## config.mk

```make
export PLATFORM = sky130hd
export DESIGN_NAME = uart_rx_ctrl
export DESIGN_NICKNAME = d
export VERILOG_FILES = /design/src/rtl/uart_rx_ctrl.sv
export SDC_FILE = /design/constraint.sdc
export NUM_CORES = 1
export LEC_CHECK = 0
export CORE_ASPECT_RATIO = 1.2
export CORE_MARGIN = 2
export CORE_UTILIZATION = 52
export DETAILED_ROUTE_END_ITERATION = 7
export HOLD_SLACK_MARGIN = 0.06
export PLACE_DENSITY = 0.85
export RECOVER_POWER = 100
export SLEW_MARGIN = 20
export SYNTH_ARGS = -nofsm -noshare
export SYNTH_HDL_FRONTEND = slang
export SYNTH_SLANG_ARGS = --single-unit
```

## constraint.sdc

```tcl
create_clock -name clk -period 2.9 [get_ports clk]
set_clock_uncertainty 0.15 [all_clocks]
set_input_delay 0.435 -clock clk [delete_from_list [all_inputs] [get_ports clk]]
set_output_delay 0.435 -clock clk [all_outputs]
set_load 0.05 [all_outputs]
```

## src/rtl/uart_rx_ctrl.sv

```systemverilog
// uart_rx_ctrl: UART receive frame sequencer. Detects the start edge, counts
// oversampling edges and bit positions, strobes the deserializer and checks
// start, parity and stop bits.
// Ports: clk, rst (sync, active-low), rx_in (serial line), prescale (edges per
// bit), par_en/par_typ (parity config), sampled_bit (voted sample) in;
// dat_samp_en, deser_en, data_valid, par_err, stp_err, strt_glitch, busy out.
// Optional: define UART_RX_BREAK_DETECT_EN to add the break_det output.
module uart_rx_ctrl #(
  parameter int WIDTH   = 8,
  parameter int PRESC_W = 6
) (
  input  logic               clk,
  input  logic               rst,
  input  logic               rx_in,
  input  logic [PRESC_W-1:0] prescale,
  input  logic               par_en,
  input  logic               par_typ,
  input  logic               sampled_bit,
  output logic               dat_samp_en,
  output logic               deser_en,
  output logic               data_valid,
  output logic               par_err,
  output logic               stp_err,
  output logic               strt_glitch,
`ifdef UART_RX_BREAK_DETECT_EN
  output logic               break_det,
`endif
  output logic               busy
);

  localparam int BW = (WIDTH > 1) ? $clog2(WIDTH) : 1;

  typedef enum logic [2:0] {
    IDLE, START, DATA, PARITY, STOP, OUTPUT
  } state_t;

  state_t             state_q, state_d;
  logic [PRESC_W-1:0] edge_cnt_q, edge_cnt_d;
  logic [BW-1:0]      bit_cnt_q, bit_cnt_d;
  logic               acc_q, acc_d;
  logic               pe_q, pe_d;
  logic               pt_q, pt_d;
  logic               par_err_q, par_err_d;
  logic               stp_err_q, stp_err_d;
  logic               deser_en_q, deser_en_d;
  logic               glitch_q, glitch_d;
  logic               valid_q, valid_d;
  logic               busy_q, busy_d;
  logic               samp_q, samp_d;
  logic               bit_end;
  logic               brk_d;
`ifdef UART_RX_BREAK_DETECT_EN
  logic               or_acc_q, or_acc_d;
  logic               brk_q;
`endif

  assign bit_end = (edge_cnt_q == prescale - PRESC_W'(1));

  always_comb begin
    state_d    = state_q;
    edge_cnt_d = '0;
    bit_cnt_d  = bit_cnt_q;
    acc_d      = acc_q;
    pe_d       = pe_q;
    pt_d       = pt_q;
    par_err_d  = par_err_q;
    stp_err_d  = stp_err_q;
    deser_en_d = 1'b0;
    glitch_d   = 1'b0;
`ifdef UART_RX_BREAK_DETECT_EN
    or_acc_d   = or_acc_q;
`endif
    if (state_q inside {START, DATA, PARITY, STOP})
      edge_cnt_d = bit_end ? '0 : edge_cnt_q + PRESC_W'(1);
    unique case (state_q)
      IDLE: begin
        if (!rx_in) begin
          state_d   = START;
          par_err_d = 1'b0;
          stp_err_d = 1'b0;
          pe_d      = par_en;
          pt_d      = par_typ;
          acc_d     = 1'b0;
          bit_cnt_d = '0;
`ifdef UART_RX_BREAK_DETECT_EN
          or_acc_d  = 1'b0;
`endif
        end
      end
      START: begin
        if (bit_end) begin
          if (sampled_bit) begin
            glitch_d = 1'b1;
            state_d  = IDLE;
          end else begin
            state_d   = DATA;
            bit_cnt_d = '0;
          end
        end
      end
      DATA: begin
        if (bit_end) begin
          deser_en_d = 1'b1;
          acc_d      = acc_q ^ sampled_bit;
`ifdef UART_RX_BREAK_DETECT_EN
          or_acc_d   = or_acc_q | sampled_bit;
`endif
          if (bit_cnt_q == BW'(WIDTH - 1)) begin
            bit_cnt_d = '0;
            state_d   = pe_q ? PARITY : STOP;
          end else begin
            bit_cnt_d = bit_cnt_q + BW'(1);
          end
        end
      end
      PARITY: begin
        if (bit_end) begin
          if (sampled_bit != (acc_q ^ pt_q))
            par_err_d = 1'b1;
          state_d = STOP;
        end
      end
      STOP: begin
        if (bit_end) begin
          if (!sampled_bit)
            stp_err_d = 1'b1;
          state_d = OUTPUT;
        end
      end
      OUTPUT: state_d = IDLE;
      default: state_d = IDLE;
    endcase
    // Frame verdict uses the error flags as they will be registered this edge.
`ifdef UART_RX_BREAK_DETECT_EN
    brk_d = (state_d == OUTPUT) && !or_acc_d && stp_err_d;
`else
    brk_d = 1'b0;
`endif
    valid_d = (state_d == OUTPUT) && !(par_err_d | stp_err_d) && !brk_d;
    busy_d  = (state_d != IDLE);
    samp_d  = state_d inside {START, DATA, PARITY, STOP};
  end

  always_ff @(posedge clk) begin
    if (!rst) begin
      state_q    <= IDLE;
      edge_cnt_q <= '0;
      bit_cnt_q  <= '0;
      acc_q      <= 1'b0;
      pe_q       <= 1'b0;
      pt_q       <= 1'b0;
      par_err_q  <= 1'b0;
      stp_err_q  <= 1'b0;
      deser_en_q <= 1'b0;
      glitch_q   <= 1'b0;
      valid_q    <= 1'b0;
      busy_q     <= 1'b0;
      samp_q     <= 1'b0;
`ifdef UART_RX_BREAK_DETECT_EN
      or_acc_q   <= 1'b0;
      brk_q      <= 1'b0;
`endif
    end else begin
      state_q    <= state_d;
      edge_cnt_q <= edge_cnt_d;
      bit_cnt_q  <= bit_cnt_d;
      acc_q      <= acc_d;
      pe_q       <= pe_d;
      pt_q       <= pt_d;
      par_err_q  <= par_err_d;
      stp_err_q  <= stp_err_d;
      deser_en_q <= deser_en_d;
      glitch_q   <= glitch_d;
      valid_q    <= valid_d;
      busy_q     <= busy_d;
      samp_q     <= samp_d;
`ifdef UART_RX_BREAK_DETECT_EN
      or_acc_q   <= or_acc_d;
      brk_q      <= brk_d;
`endif
    end
  end

  assign dat_samp_en = samp_q;
  assign deser_en    = deser_en_q;
  assign data_valid  = valid_q;
  assign par_err     = par_err_q;
  assign stp_err     = stp_err_q;
  assign strt_glitch = glitch_q;
  assign busy        = busy_q;
`ifdef UART_RX_BREAK_DETECT_EN
  assign break_det   = brk_q;
`endif

endmodule

```

==> results <==
- The flow ran to the end, and the final reports show no timing, DRC or antenna violations.
- The starting density of the core is 56.2%.
- Following the worst setup path forward leads to its endpoint at bit_cnt_q[0].
- Measured against its own limit, the worst slew margin works out to 66.0%.
- The share of final-layout standard cells stronger than drive strength 1 is 7.64%.
- The cell area after technology mapping is 1180 µm².
- The mean instance size in the synthesized netlist is 8.59 µm².
- Detailed routing inserted a total of 1023 vias.
- The cell count after placement is 183.
- The number of hold-repair buffers added at the cts stage is 0.
- The fill cell instance count of the final layout is 185.
- The capture instance of the worst register-to-register path is bit_cnt_q[0].
- The startpoint of the lowest-slack register-to-register path is edge_cnt_q[2].
- The count of pins over their slew limit came to 0.
- The critical path is of the input port to flop type.
- The routability-driven placement congestion ratio is 0.816.
- The power dissipated by switching net loads is 0.000145 W.
- Global routing finished with a remaining overflow of 0.
- Global routing used 20.2% of the available tracks.
- The portion of the clock cycle consumed by the worst path in the final layout is 91.5%.
- The clock period could shrink to 2.65 ns.
- The repair_antennas step left the layout with diodes totalling 0.
- In the post-synthesis netlist, the biggest area contributors are dfxtp_1 37%, mux2i_1 6.0%, xnor2_1 6.0%, nor2_1 5.7%, ha_1 4.3%.
- The netlist uses 35 different library cells.
- For the pin with the worst max-slew slack, the measured transition is 0.508 ns.
- The data arrival time of the critical path is 2.74 ns.
- The first global-routing pass estimated 4060 µm of wire.
- The worst setup slack before clock tree synthesis is 0.0399 ns.
- The filler-free cell count of the finished design is 187.
- The clock net in this run drives a total of 22 sinks.
- The required time of the worst setup path is 2.98 ns.
- In this run the worst path has a maximum fanout of 6.
- The design draws 0.000571 W.
- Measured along the x axis, the die boundary spans 47.4 µm.
- For flop-to-flop paths, the worst setup slack is 0.79 ns.
- The number of nets produced by synthesis is 153.
- The accumulated negative setup slack is 0 ns.
- The maximum clock frequency is 0.377 GHz.
- The remaining number of nets flagged by the antenna check after routing is 0.
- The count of TritonRoute iterations in the first routing pass is 4.
- In the final design database the tool counted 174 nets.
- The average vias per placed instance is 5.47.
- The part of the total power dissipated in the clock network is 28.8%.
- In this run the count of I/O pins placed on the die edge is 19.
- STA classifies the critical path startpoint as an input port.
- The worst setup path is captured at a flop.
- Counting along the longest clock path gives a buffer depth of 2.
- The areal power density over the cells is 399 nW/µm².
- The beginning of the critical path is prescale[1].
- The initial antenna violation count is 0.
- Dividing the detail-routed wire length by the instance count gives 12.5 µm.
- Clock tree synthesis selected as its root buffer the cell clkbuf_4.
- After synthesis the netlist holds a flip-flop and latch count of 22.
- Setup violations remaining at the end of the flow were counted as 0.
- The die is 56.1 µm tall.
- From synthesis to final layout, the design area changed by 21.7%.
- The hold violation count in the final report was 0.
- Setup slack closes at 0.247 ns.
- The total number of placement rows is 18.
- Registers take 440 µm².
- Setup repair after global routing left no endpoint under its margin.
- The total of cells resized after clock tree synthesis is 0.
- The critical hold path startpoint is bit_cnt_q[1].
- The first routing iteration left 24 violations.
- Per report_power, the combinational group accounts for 15.7% of the total.
- Entering global routing, the biggest net connects 14 pins.
- The worst-case IR drop observed on VDD is 0.000293 V.
- Buffers inserted during clock tree synthesis total 3.
- The post-detailed-placement half-perimeter wirelength is 1810 µm.
- The floorplan step defined a die boundary enclosing 2660 µm².
- In this run switching power makes up 25.3% of total power.
- For this block, the routed nets add up to 2330 µm of wire.
- The internal power is 0.000426 W.
- dfxtp_1 takes more of the synthesized area than any other cell.
- The clock latency of the later-clocked register in the worst-skew pair is 0.30 ns.
- For this design the static power due to leakage is 0.632 nW.
- In the routed design, unresolved DRC markers number 0.
- For this run, the register share of the synthesized area comes to 37.4%.
- The max capacitance violation total is 0.
- The number of setup buffers added after CTS is 0.
- The worst hold path belongs to the class flop to flop.
- The CTS tree is done.
- Buffers placed on the I/O ports in this run total 18.
- The final-layout worst hold slack is 0.336 ns.
- Summed over its instances, the top area cell type makes up 37.4% of the synthesized netlist area.
- The clock slew seen by the registers of the worst setup and hold paths is 0.11 ns.
- CTS built an H-tree with a depth of 1.
- The total number of yosys warnings is 0.
- Summing all multi-input logic gate instances after layout gives 682 µm².
- The placeable core region is 2090 µm².
- The number of global-route vias before repair was 1021.
- The share of power burned in registers is 55.5%.
- In the synthesized netlist, the number of instances is 137.
- Measured in cells, the most critical reg-to-reg path has a length of 6.
stage by stage:
stage / instance area (µm²) / utilization (%)
floorplan: 1180 / -
global placement: 1400 / 66.8
detailed placement: 1400 / 66.8
CTS: 1440 / 68.5
global route: 1430 / 68.4
finish: 1430 / 68.4
per-layer routing:
metal | track usage [%] | share of wire, %
met2 | 34.6 | 53
met1 | 23.8 | 40
met4 | 8.73 | 1.7
met5 | 0 | 0
met3 | 1.95 | 5.0
placed cells by master, fill, tap and decap left out, types with 4 or more instances in the layout:
master	count
o21ai_0	7
buf_4	4
nand2_1	10
mux2i_1	7
dfxtp_1	22
dlygate4sd3_1	8
clkdlybuf4s50_1	10
xor2_1	5
inv_1	7
xnor2_1	8
ha_1	4
nor2_1	18
nand3_1	9
cell families after synthesis:
logic type / share of synthesized area [%]
compound gates: 13.4
xor+xnor: 9.67
fa+ha+maj: 4.25
buf+inv: 4.46
flops: 37.4
mux: 5.95
simple gates: 24.9
area by class of cell:
type / count / area share (%)
timing repair buffer: 22 / 14.7
sequential: 22 / 30.7
multi-input combinational: 102 / 47.6
clock buffer: 4 / 2.53
tap: 30 / 2.62
inverter: 7 / 1.83
worst max-delay path: stages:
cell and delay (ns):
dlygate4sd3_1 0.59, inv_1 0.06, ha_1 0.23, xnor2_1 0.14
a21o_1 0.17, o21ai_0 0.22, nand2_1 0.24, o31ai_2 0.41
mux2i_1 0.23
sequential cells by signal, indices dropped and copies added, names as in the netlist:
name / flops
dat_samp_en: 1
pe_q: 1
edge_cnt_q: 6
pt_q: 1
busy: 1
acc_q: 1
state_q: 3
data_valid: 1
bit_cnt_q: 3
deser_en: 1
stp_err: 1
strt_glitch: 1
par_err: 1
synthesized netlist by cell type:
master      n
a211oi_1    1
a21o_1      1
a21oi_1     3
a22oi_1     2
a31oi_1     2
a41oi_1     1
and2_1      1
and3_1      2
and4b_1     1
buf_4       1
clkbuf_1    5
dfxtp_1    22
ha_1        4
inv_1       7
mux2i_1     7
nand2_1     9
nand2_2     1
nand2b_1    2
nand3_1     9
nand3b_1    2
nand4_1     2
nor2_1     18
nor2b_1     3
nor3_1      3
nor3_2      1
nor4_1      1
nor4b_2     1
o21ai_0     7
o21bai_1    1
o2bb2ai_1   1
o31ai_2     1
o41ai_4     1
or3_1       1
xnor2_1     8
xor2_1      5
power groups by stage:
| stage | logic (W) | clock network, W | registers (W) |
|---|---|---|---|
| after CTS | 0.0000917 | 0.000169 | 0.000317 |
| after global routing | 0.0000996 | 0.000184 | 0.000318 |
| after floorplan | 0.0000499 | 0 | 0.000327 |
| final | 0.0000898 | 0.000164 | 0.000317 |
| after detailed placement | 0.0000910 | 0 | 0.000323 |
| after global placement | 0.0000882 | 0 | 0.000323 |
worst min-delay path by stage:
stage                          endpoint  cells after the start
after CTS                  bit_cnt_q[1]                      2
final                      bit_cnt_q[1]                      2
after floorplan            bit_cnt_q[1]                      2
after global routing       bit_cnt_q[0]                      2
after detailed placement  edge_cnt_q[0]                      1
after global placement     bit_cnt_q[1]                      2
No activity file was read; power rests on OpenSTA's default activity.
